## src/rtl/hog_frame_ctrl.sv

```systemverilog
// hog_frame_ctrl: admits one frame of pixels into binning per start and tags/counts its gradient samples
module hog_frame_ctrl #(
  parameter int DATA_WIDTH = 8,
  parameter int IMAGE_WIDTH = 640,
  parameter int IMAGE_HEIGHT = 480,
  parameter int CELL_SIZE = 8,
  localparam int CW = $clog2(IMAGE_WIDTH),
  localparam int RW = $clog2(IMAGE_HEIGHT)
) (
  input  logic                  clk,
  input  logic                  rst,
  input  logic                  start,
  output logic                  busy,
  output logic                  frame_done,
  output logic [15:0]           frame_count,
  output logic                  err_overrun,
  input  logic                  src_valid,
  output logic                  src_ready,
  input  logic [DATA_WIDTH-1:0] src_pixel,
  output logic                  pixel_valid,
  input  logic                  pixel_ready,
  output logic [DATA_WIDTH-1:0] pixel,
  input  logic                  bin_valid,
  output logic                  bin_ready,
  output logic                  sink_valid,
  input  logic                  sink_ready,
  output logic [CW-1:0]         grad_col,
  output logic [RW-1:0]         grad_row,
  output logic [CW-1:0]         cell_x,
  output logic [RW-1:0]         cell_y,
  output logic                  cell_full,
  output logic                  sof,
  output logic                  eof
);
  localparam int GRAD_W = IMAGE_WIDTH - 2;
  localparam int GRAD_H = IMAGE_HEIGHT - 2;
  localparam int TOTAL = IMAGE_WIDTH * IMAGE_HEIGHT;
  localparam int PW = $clog2(TOTAL);
  localparam int CS = $clog2(CELL_SIZE);
  localparam logic [PW-1:0] PIX_LAST = PW'(TOTAL - 1);
  localparam logic [CW-1:0] COL_LAST = CW'(GRAD_W - 1);
  localparam logic [RW-1:0] ROW_LAST = RW'(GRAD_H - 1);
  localparam logic [CW-1:0] CELLS_X = CW'(GRAD_W / CELL_SIZE);
  localparam logic [RW-1:0] CELLS_Y = RW'(GRAD_H / CELL_SIZE);

  typedef enum logic [1:0] {IDLE, RUN, DRAIN, DONE} state_t;

  state_t state, state_n;
  logic [PW-1:0] pix_q;
  logic [CW-1:0] col_q;
  logic [RW-1:0] row_q;
  logic act, in_acc, out_acc, col_last, row_last, in_done, out_done;

  // handshake pass-through, gated only by registered state
  always_comb begin
    act = (state == RUN) || (state == DRAIN);
    busy = state != IDLE;
    frame_done = state == DONE;
    src_ready = (state == RUN) && pixel_ready;
    pixel_valid = (state == RUN) && src_valid;
    pixel = src_pixel;
    sink_valid = act && bin_valid;
    bin_ready = act ? sink_ready : 1'b1;
    in_acc = (state == RUN) && src_valid && pixel_ready;
    out_acc = act && bin_valid && sink_ready;
    col_last = col_q == COL_LAST;
    row_last = row_q == ROW_LAST;
    in_done = in_acc && (pix_q == PIX_LAST);
    out_done = out_acc && col_last && row_last;
  end

  // annotation of the sample currently presented, zero outside a frame
  always_comb begin
    grad_col = act ? col_q : '0;
    grad_row = act ? row_q : '0;
    cell_x = grad_col >> CS;
    cell_y = grad_row >> CS;
    cell_full = act && (cell_x < CELLS_X) && (cell_y < CELLS_Y);
    sof = act && (col_q == '0) && (row_q == '0);
    eof = act && col_last && row_last;
  end

  // next state: output completion wins, so a coincident input completion skips DRAIN
  always_comb begin
    state_n = state == IDLE ? (start ? RUN : IDLE) :
              state == DONE ? IDLE :
              out_done ? DONE :
              (state == RUN && in_done) ? DRAIN : state;
  end

  // state, counters and status flags
  always_ff @(posedge clk or posedge rst) begin
    if (rst) begin
      state <= IDLE;
      pix_q <= '0;
      col_q <= '0;
      row_q <= '0;
      frame_count <= '0;
      err_overrun <= 1'b0;
    end else begin
      state <= state_n;
      if (state == IDLE && start) begin
        pix_q <= '0;
        col_q <= '0;
        row_q <= '0;
        err_overrun <= 1'b0;
      end else if (state == IDLE && bin_valid) begin
        err_overrun <= 1'b1;
      end
      if (in_acc) pix_q <= pix_q + 1'b1;
      if (out_acc) begin
        col_q <= col_last ? '0 : col_q + 1'b1;
        row_q <= col_last ? (row_last ? '0 : row_q + 1'b1) : row_q;
      end
      if (state == DONE) frame_count <= frame_count + 1'b1;
    end
  end

  // binning can never finish a frame before it has seen every pixel
  assert property (@(posedge clk) disable iff (rst) !(state == RUN && out_done && !in_done));
endmodule

```

## config.mk

```make
export PLATFORM = sky130hd
export DESIGN_NAME = hog_frame_ctrl
export DESIGN_NICKNAME = d
export VERILOG_FILES = /design/src/rtl/hog_frame_ctrl.sv
export SDC_FILE = /design/constraint.sdc
export NUM_CORES = 1
export LEC_CHECK = 0
export ABC_CLOCK_PERIOD_IN_PS = 2800
export BUFFER_PORTS_ARGS = -buffer_cell sky130_fd_sc_hd__buf_2
export CAP_MARGIN = 20
export CORE_MARGIN = 3
export CORE_UTILIZATION = 50
export DETAILED_ROUTE_END_ITERATION = 10
export PLACE_DENSITY = 0.76
export SKIP_LAST_GASP = 1
export SLEW_MARGIN = 25
export SYNTH_ARGS = -nofsm -noshare
export SYNTH_HDL_FRONTEND = slang
export SYNTH_SLANG_ARGS = --single-unit
```

## constraint.sdc

```tcl
create_clock -name clk -period 2.8 [get_ports clk]
set_input_delay 0.84 -clock clk [delete_from_list [all_inputs] [get_ports clk]]
set_output_delay 0.84 -clock clk [all_outputs]
set_load 0.02 [all_outputs]
```

# After elaboration in Yosys (flattened, before gate mapping)
# Cells that the tools add are included.
# totals
ff_bits	57
output_inout_bits	72
# classes
add_sub_neg	4
n_lt_le_gt_ge	2
n_eq_ne	7
n_mux	19
n_reduce_logical	27
# ops
op	n
9-bit 2-to-1 mux	5
10-bit 2-to-1 mux	4
19-bit 2-to-1 mux	2
19-bit by 1-bit adder with 19-bit output, second input constant	1
19-bit == test, second input constant	1
1-bit logical AND	17
16-bit by 1-bit adder with 16-bit output, second input constant	1
10-bit by 1-bit adder with 10-bit output, second input constant	1
10-bit == test, second input constant	1
10-bit logical NOT	1
9-bit by 1-bit adder with 9-bit output, second input constant	1
9-bit == test, second input constant	1
9-bit logical NOT	1
2-bit 2-to-1 mux	4
2-bit nonzero test	4
7-bit < comparator, second input constant	1
6-bit < comparator, second input constant	1
2-bit == test, second input constant	2
1-bit 2-to-1 mux	4
4-bit nonzero test	1
2-bit by 1-bit == test with 1-bit output, second input constant	1
2-bit logical NOT	1
2-bit by 1-bit inequality test with 1-bit output, second input constant	1
2-bit AND reduction	1
1-bit logical OR	1

# Longest topological paths before layout
# Gate-level depths: netlist of run 1.
# depth
word_depth	9
mapped_depth	8
depth_no_buf	7

# Least setup slack after synthesis of run 1
# Ideal clock, no wire load.
# synth_timing
kind	register to output
start	register state[0]
end	output port grad_row[5]
arrival_ns	1.456
slack_ns	0.504
stages_incl_launch_ff	6
n_path_buf	2
cell_sequence	dfrtp_1 -> inv_1 -> ha_1 -> clkbuf_1 -> and2_1 -> buf_4
# synth_via
elab_chain_len	3
# synth_rtl
element	line_no	rtl
from (decl)	48	state_t state, state_n;
from (signal assigned)	101	state <= state_n;
2-bit by 1-bit == test with 1-bit output / 2-bit == test (equally long branches)	56	act = (state == RUN) || (state == DRAIN);
1-bit logical OR (*)	56	
9-bit 2-to-1 mux (*)	75	grad_row = act ? row_q : '0;
to (decl)	28	output logic [RW-1:0] grad_row,
# Mark *: on every way between the ends. The rest lies on a longest branch, timed or not.

# Final worst setup path of run 1
# layout_timing
start	register col_q[1]
end	output port eof
# layout_via
elab_chain_len	3
# layout_rtl
element	line_no	rtl
from (decl)	50	logic [CW-1:0] col_q;
from (signal assigned)	112	col_q <= col_last ? '0 : col_q + 1'b1;
10-bit == test	66	col_last = col_q == COL_LAST;
1-bit logical AND (2 in a row)	80	eof = act && col_last && row_last;
to (decl)	33	output logic eof
# Every way passes these cells.

==> flow_summary.yaml, run 1 <==
timing:
  slew_headroom_pct: 51.9
  min_period_ns: 2.69
  hold_viol_final: 0
  max_freq_mhz: 372
  rsz0062_at_grt: "yes"
  drv_slew: 0
  setup_tns_ns: 0
  finalCritPeriodShare_pct: 96.0
  worst_slew_pin_slew_ns: 0.716
  skew_ns: 0.00936
  setup_viol: 0
layout:
  num-nets-final: 443
  drive_above_1_share_pct: 23.9
  diodes: 0
  syn2layout_area_growth_pct: 13.7
  n_fill_cell: 561
  fin_cells: 499
min_path:
  worstHoldStart: "frame_count[15]"
  hold_path_end: "frame_count[15]"
  hold_depth: 1
  hold_path.class: "register to register"
setup_path:
  r2r_slack_ns: 0.54
  end_kind: "primary output"
  rr_endpoint: "row_q[6]"
  crit_required_ns: 1.96
  criticalPathCategory: "register to primary output"
  rr_worst_depth: 8
  r2r_start: "state[0]"
  path_max_fanout: 4
  crit_path_start: "col_q[1]"
  critPathLaunchType: "register"
  cp.arrival_ns: 1.85
floorplanning:
  start_util_pct: 52.6
  io_pins: 87
  die_x_um: 88.6
  core_sq_um: 6490
  die_h_um: 88.6
  dieArea_sq_um: 7850
  rows: 29
synth:
  syn_inst: 370
  ys_types: 46
  netlist_area_sq_um: 3410
  ys_ff_latch: 57
  yosys_warnings: 0
  yosysSeqAreaShare_pct: 41.8
  synthDominantCellAreaShare_pct: 41.8
  synth_edf_count: 0
  syn_avg_cell_area_sq_um: 9.23
  synth_top_cell_by_area: "dfrtp_1"
  ys_async_sr_fraction_pct: 100
  synth_ff_type: "dfrtp_1"
  netlist_top_cells_area: "dfrtp_1, buf_4, nand2_1"
cts:
  clk_latency_ns: 0.34
  clk_pin_slew_worst_paths_ns: 0.07
  cts.sinks: 57
  cts_setup_buffers: 0
  hold_buffers: 0
  cts_tree: "built"
  cts_buffers: 9
  cts.path.max_buffers: 2
  htreeDepth: 3
  root_buffer: "clkbuf_8"
power:
  vdd_drop_max_v: 0.000362
  power_density_nw_per_um2: 756
  p_leak_nw: 1.94
global_routing:
  grt_use_total_pct: 18.9
  grt_antenna_before_repair: 0
  grt_max_degree: 58
  grt_pass1_wl_um: 11500
  overflow: 0
  grt_pass1_vias: 2518
routing:
  wl_per_cell_um: 14.2
  ant_nets: 0
  first_iter_violations: 147
  drt-total-wl_um: 7110
  routed-via-count: 2788
  drc: 0
  vias_per_cell: 5.59
  drt-pass1-iter-count: 4
outcome:
  status: "finished clean"
placement:
  gp_congestion: 0.896
  place_hpwl_um: 5170
  port_buffers: 64
  dp.cells: 483
flow_run:
  drv_cap: 0
## synthesized netlist by cell type (3+ instances only)
cell,count
buf_2,4
nor2_1,18
inv_1,12
nand3_1,24
nand4_1,14
nor3_1,7
mux2i_1,9
o31ai_1,7
o211ai_1,3
and3_1,10
dfrtp_1,57
xor2_1,7
o21ai_0,31
ha_1,11
nand2_1,46
and2_1,23
buf_4,27
clkbuf_1,5
xnor2_1,14
a21oi_1,7
## cells by family after synthesis
logic type	after synthesis	share of synthesized area [%]
AO/OA/AOI/OAI	58	10.5
XOR/XNOR	21	5.39
adder cells (fa/ha/maj)	11	4.03
buffers and inverters	48	8.39
flip-flops	57	41.8
multiplexers	11	3.30
other	1	0.110
AND/OR/NAND/NOR	163	26.5
## worst max-delay path, cell delays in order (launching register included)
cell and delay, ns:
dfrtp_1 0.40, inv_1 0.12, ha_1 0.15, nand4_1 0.20, nor3_2 0.26, and3_1 0.21, buf_2 0.16
## cell type report
class / instances / area, sq um / area share (%)
timing repair buffer: 67 / 343 / 8.84
inverter: 12 / 45.0 / 1.16
tap: 77 / 96.3 / 2.48
sequential: 57 / 1430 / 36.8
clock buffer: 9 / 124 / 3.19
clock inverter: 7 / 103 / 2.64
multi-input combinational: 270 / 1740 / 44.9
## per-layer routing
layer / GRT usage [%] / part of all wire, % / vias up
met5: 0 / 0 / -
li1: - / - / 1356
met2: 31.2 / 48 / 84
met3: 5.21 / 5.4 / 14
met1: 23.5 / 44 / 1334
met4: 7.01 / 1.9 / 0
## report_power, final
part / switching (mW) / internal, mW / leakage [nW]
clock network: 0.359 / 0.508 / 0.110
logic: 0.659 / 0.374 / 1.05
registers: 0.114 / 0.919 / 0.778
## how the worst max path moves through the flow
stage,end,slack (ns)
5_1_grt,eof,-0.03
4_1_cts,eof,0.01
2_1_floorplan,grad_row[5],0.50
3_3_place_gp,bin_ready,0.39
3_5_place_dp,bin_ready,0.34
6_report,eof,0.11
## sequential cells by signal, indices dropped and copies added (netlist names)
| signal | flops |
|---|---|
| pix_q | 19 |
| frame_count | 16 |
| col_q | 10 |
| row_q | 9 |
| state | 2 |
| err_overrun | 1 |
## per-stage QoR
step	power (mW)	worst slack (ns)	hold WS (ns)	instance area (sq um)	utilization (%)
3_3_place_gp	2.00	0.392	0.457	3630	55.9
3_5_place_dp	2.04	0.337	0.465	3630	55.9
6_report	2.93	0.111	0.473	3880	59.7
5_1_grt	3.13	-0.0329	0.503	3880	59.7
2_1_floorplan	1.75	0.504	0.445	3430	-
4_1_cts	2.92	0.0125	0.477	3860	59.4
## repair_timing
action | CTS | global route
setup endpoints to repair | 1 | 3
gates resized for setup | 1 | 3
gates cloned | 0 | 0
## cells in the final DEF (no fill, tap or decap), types with 10 or more instances in the layout
cell type and instances:
xnor2_1 14, o21ai_0 31, nand2_1 46, and2_1 23, dfrtp_1 57, buf_2 64
and3_1 10, nor2_1 18, nand3_1 24, ha_1 10, nand4_1 14, inv_1 11
No activity file was read; power rests on OpenSTA's default activity.
==> run 2: changes to the inputs <==
Settings changed: CORE_UTILIZATION 50 to 45, PLACE_DENSITY 0.76 to 0.69.
==> flow_summary.yaml, run 2 (synthesis gave the netlist of run 1 again) <==
min_path:
  hold_path_end: "frame_count[15]"
  hold_depth: 1
  worstHoldStart: "frame_count[15]"
  hold_path.class: "register to register"
cts:
  cts.path.max_buffers: 2
  clk_latency_ns: 0.34
  cts_setup_buffers: 0
  hold_buffers: 0
  htreeDepth: 3
  clk_pin_slew_worst_paths_ns: 0.08
  cts_buffers: 9
  cts_tree: "built"
  root_buffer: "clkbuf_8"
  cts.sinks: 57
setup_path:
  r2r_start: "state[0]"
  crit_required_ns: 1.96
  crit_path_start: "col_q[1]"
  cp.arrival_ns: 1.83
  r2r_slack_ns: 0.64
  critPathLaunchType: "register"
  rr_endpoint: "row_q[5]"
  criticalPathCategory: "register to primary output"
  path_max_fanout: 4
  end_kind: "primary output"
  rr_worst_depth: 7
floorplanning:
  core_sq_um: 7290
  start_util_pct: 46.8
  dieArea_sq_um: 8670
  io_pins: 87
  die_h_um: 93.1
  rows: 31
  die_x_um: 93.1
placement:
  gp_congestion: 0.894
  place_hpwl_um: 5320
  port_buffers: 64
  pre_cts_ws_ns: 0.349
power:
  p_leak_nw: 1.93
  power_density_nw_per_um2: 734
  p_clk_share_pct: 27.5
  seq_power_share_pct: 35.9
  p_switching_mw: 1.14
  p_int_mw: 1.72
  combPwrFrac_pct: 36.6
  p_sw_share_pct: 40.0
  total_power_mw: 2.86
  vdd_drop_max_v: 0.000330
layout:
  diodes: 0
  reg_top3: "pix_q: 19 flops, frame_count: 16 flops, col_q: 10 flops"
  n_fill_cell: 692
  final_cell_mix: "buf_2, dfrtp_1, nand2_1"
  syn2layout_area_growth_pct: 14.3
  final_common_cell: "buf_2"
  largest_register_ffs: 19
  ff_latch_area_sq_um: 1430
  multi_input_area_sq_um: 1740
  drive_above_1_share_pct: 24.3
  top_register: "pix_q"
  num-nets-final: 445
  final_core_util_pct: 53.5
routing:
  first_iter_violations: 102
  ant_nets: 0
  vias_per_cell: 5.24
  drt-total-wl_um: 7120
  wl_per_cell_um: 13.6
  drc: 0
  routed-via-count: 2740
  drt-pass1-iter-count: 4
global_routing:
  overflow: 0
  grt_pass1_wl_um: 11900
  grt_max_degree: 28
  grt_antenna_before_repair: 0
  grt_pass1_vias: 2489
  grt_use_total_pct: 17.2
timing:
  setup_viol: 0
  setup_tns_ns: 0
  finalCritPeriodShare_pct: 95.4
  rsz0062_at_grt: "no"
  drv_slew: 0
  skew_ns: 0.0140
  worst_slew_pin_slew_ns: 0.683
  slew_headroom_pct: 54.1
  setup_slack_ns: 0.129
  max_freq_mhz: 374
  hold_viol_final: 0
  min_period_ns: 2.67
outcome:
  status: "finished clean"
flow_run:
  drv_cap: 0
-- run 2: cell count changes in the layout (fill, tap and decap cells not counted), sizes merged --
cell and change:
clkinvlp +1, bufinv -1, buf +2
-- run 2: layout make-up --
class                           instances  area share (%)
Timing Repair Buffer                   69            9.18
Sequential cell                        57            36.6
Tap cell                               99            3.18
Clock buffer                            9            3.18
Inverter                               12            1.15
Multi-Input combinational cell        270            44.7
Clock inverter                          7            2.05
-- run 2: per-layer routing --
layer / part of all wire, % / track usage [%] / up-vias
li1: - / - / 1369
met1: 47 / 22.5 / 1295
met2: 46 / 26.9 / 66
met3: 4.5 / 3.62 / 10
met4: 2.0 / 8.91 / 0
met5: 0 / 0 / -
-- run 2: worst max-delay path by stage --
stage | slack [ns] | cells after the start | to
5_1_grt | 0.0004 | 6 | eof
3_3_place_gp | 0.44 | 6 | eof
3_5_place_dp | 0.35 | 5 | cell_full
2_1_floorplan | 0.50 | 5 | grad_row[5]
4_1_cts | 0.03 | 6 | eof
6_report | 0.13 | 6 | eof
-- run 2: power by group through the flow --
stage	Clock, mW	Combinational (mW)	Sequential [mW]
after floorplan	0	0.672	1.08
after CTS	0.798	1.03	1.03
after global routing	0.845	1.18	1.04
after global placement	0	0.985	1.04
final	0.786	1.05	1.03
after detailed placement	0	1.01	1.04
-- run 2: repair_timing --
action | in CTS | in global routing
setup endpoints to repair | 12 | 3
gates resized for setup | 1 | 3
hold endpoints to repair | 0 | 0
-- run 2: stage by stage --
| step | hold WS (ns) | instance area (sq um) | std cells |
|---|---|---|---|
| after floorplan | 0.445 | 3430 | 375 |
| after global placement | 0.457 | 3670 | 507 |
| after detailed placement | 0.459 | 3670 | 507 |
| after CTS | 0.472 | 3880 | 523 |
| after global routing | 0.508 | 3900 | 523 |
| final | 0.472 | 3900 | 523 |
-- run 2: critical path, cell delays in order (launching register included) --
cell and delay (ns):
dfrtp_1 0.41, inv_1 0.12, ha_1 0.15, nand4_1 0.21, nor3_2 0.25, and3_1 0.20, buf_2 0.16
==> run 3: changes to the inputs <==
Settings changed: CTS_BUF_LIST set to sky130_fd_sc_hd__clkbuf_4.
==> flow_summary.yaml, run 3 (synthesis gave the netlist of run 1 again) <==
timing:
  slew_headroom_pct: 52.9
  worst_slew_pin_slew_ns: 0.700
  max_freq_mhz: 365
  skew_ns: 0.0185
  setup_slack_ns: 0.0575
  drv_slew: 0
  rsz0062_at_grt: "yes"
  hold_viol_final: 0
  setup_viol: 0
  finalCritPeriodShare_pct: 97.9
  min_period_ns: 2.74
min_path:
  hold_path.class: "primary input to asynchronous set/reset pin"
global_routing:
  grt_pass1_vias: 2480
  overflow: 0
  grt_max_degree: 28
  grt_use_total_pct: 17.1
  grt_pass1_wl_um: 11800
  grt_antenna_before_repair: 0
setup_path:
  critPathBufInv: 2
  critPathLaunchType: "register"
  crit_chain: "inv_2 -> ha_4 -> nand4_1 -> nor3_2 -> and3_1 -> buf_6"
  path_max_fanout: 4
  cp.depth: 6
  criticalPathCategory: "register to primary output"
  rr_worst_depth: 7
  end_kind: "primary output"
  slowest_delay_ns: 0.43
  crit_family: "simple AND/OR/NAND/NOR gates"
  cp.arrival_ns: 1.90
  crit_required_ns: 1.96
  crit_slowest_cell: "dfrtp_1"
layout:
  n_fill_cell: 705
  fin_cells: 525
  diodes: 0
  num-nets-final: 447
  reg_top3: "pix_q: 19 flops, frame_count: 16 flops, col_q: 10 flops"
  final_cell_mix: "buf_2, dfrtp_1, nand2_1"
  largest_register_ffs: 19
  syn2layout_area_growth_pct: 13.9
  ff_latch_area_sq_um: 1430
  final_common_cell: "buf_2"
  finalInstanceArea_sq_um: 3890
  top_register: "pix_q"
  drive_above_1_share_pct: 25.1
  multi_input_area_sq_um: 1760
routing:
  vias_per_cell: 5.30
  wl_per_cell_um: 13.7
  ant_nets: 0
  routed-via-count: 2783
  drc: 0
  drt-total-wl_um: 7190
  first_iter_violations: 104
  drt-pass1-iter-count: 5
cts:
  cts.path.max_buffers: 2
  cts_buffers: 9
  clk_pin_slew_worst_paths_ns: 0.12
  htreeDepth: 3
  clk_latency_ns: 0.41
  cts_tree: "built"
  cts.sinks: 57
  root_buffer: "clkbuf_4"
  hold_buffers: 0
power:
  vdd_drop_max_v: 0.000413
  power_density_nw_per_um2: 702
  p_leak_nw: 1.92
placement:
  place_area_sq_um: 3670
  port_buffers: 64
  gp_congestion: 0.894
  place_hpwl_um: 5320
  dp.cells: 507
  pre_cts_ws_ns: 0.349
floorplanning:
  core_sq_um: 7290
  io_pins: 87
  dieArea_sq_um: 8670
  start_util_pct: 46.8
  die_x_um: 93.1
  rows: 31
  die_h_um: 93.1
flow_run:
  drv_cap: 0
outcome:
  status: "finished clean"
-- run 3: path summary, 6_finish.rpt --
check                                   to  slack (ns)             from
setup / recovery                       eof        0.06         col_q[1]
hold / removal                    pix_q[7]        0.45              rst
setup reg to reg                  row_q[5]        0.66         state[0]
hold reg to reg            frame_count[15]        0.48  frame_count[15]
max in group asynchronous         state[0]        1.70              rst
min in group clk           frame_count[15]        0.48  frame_count[15]
-- run 3: report_power, final --
group | switching [mW] | internal [mW] | leakage [nW] | total, mW
combinational | 0.672 | 0.393 | 1.07 | 1.06
sequential | 0.110 | 0.918 | 0.778 | 1.03
clock | 0.357 | 0.279 | 0.0727 | 0.635
-- run 3: layout make-up --
cell class | count | share of cell area, %
Sequential cell | 57 | 36.7
Clock inverter | 7 | 2.06
Inverter | 12 | 1.16
Tap cell | 99 | 3.19
Multi-Input combinational cell | 270 | 45.4
Timing Repair Buffer | 71 | 9.76
Clock buffer | 9 | 1.74
-- run 3: what timing repair did --
item	4_1_cts	5_1_grt
gates resized for setup	2	8
gates cloned	0	0
pin swaps	0	2
buffers inserted	0	2
endpoints found under the setup margin	15	15
-- run 3: per-stage QoR --
stage / setup TNS (ns) / hold slack (ns) / power [mW] / utilization (%)
after global routing: -0.0512 / 0.480 / 2.92 / 53.3
final: 0 / 0.455 / 2.73 / 53.3
after detailed placement: 0 / 0.459 / 2.05 / 50.4
after floorplan: 0 / 0.445 / 1.75 / -
after CTS: 0 / 0.462 / 2.69 / 52.5
after global placement: 0 / 0.457 / 2.02 / 50.4
-- run 3: layer usage --
metal,part of all wire (%),wire [um],GRT usage [%],up-vias
li1,-,-,-,1375
met1,47,3410,22.9,1327
met2,45,3240,26.3,68
met3,4.7,339,3.22,13
met4,2.7,196,9.16,0
met5,0,0,0,-
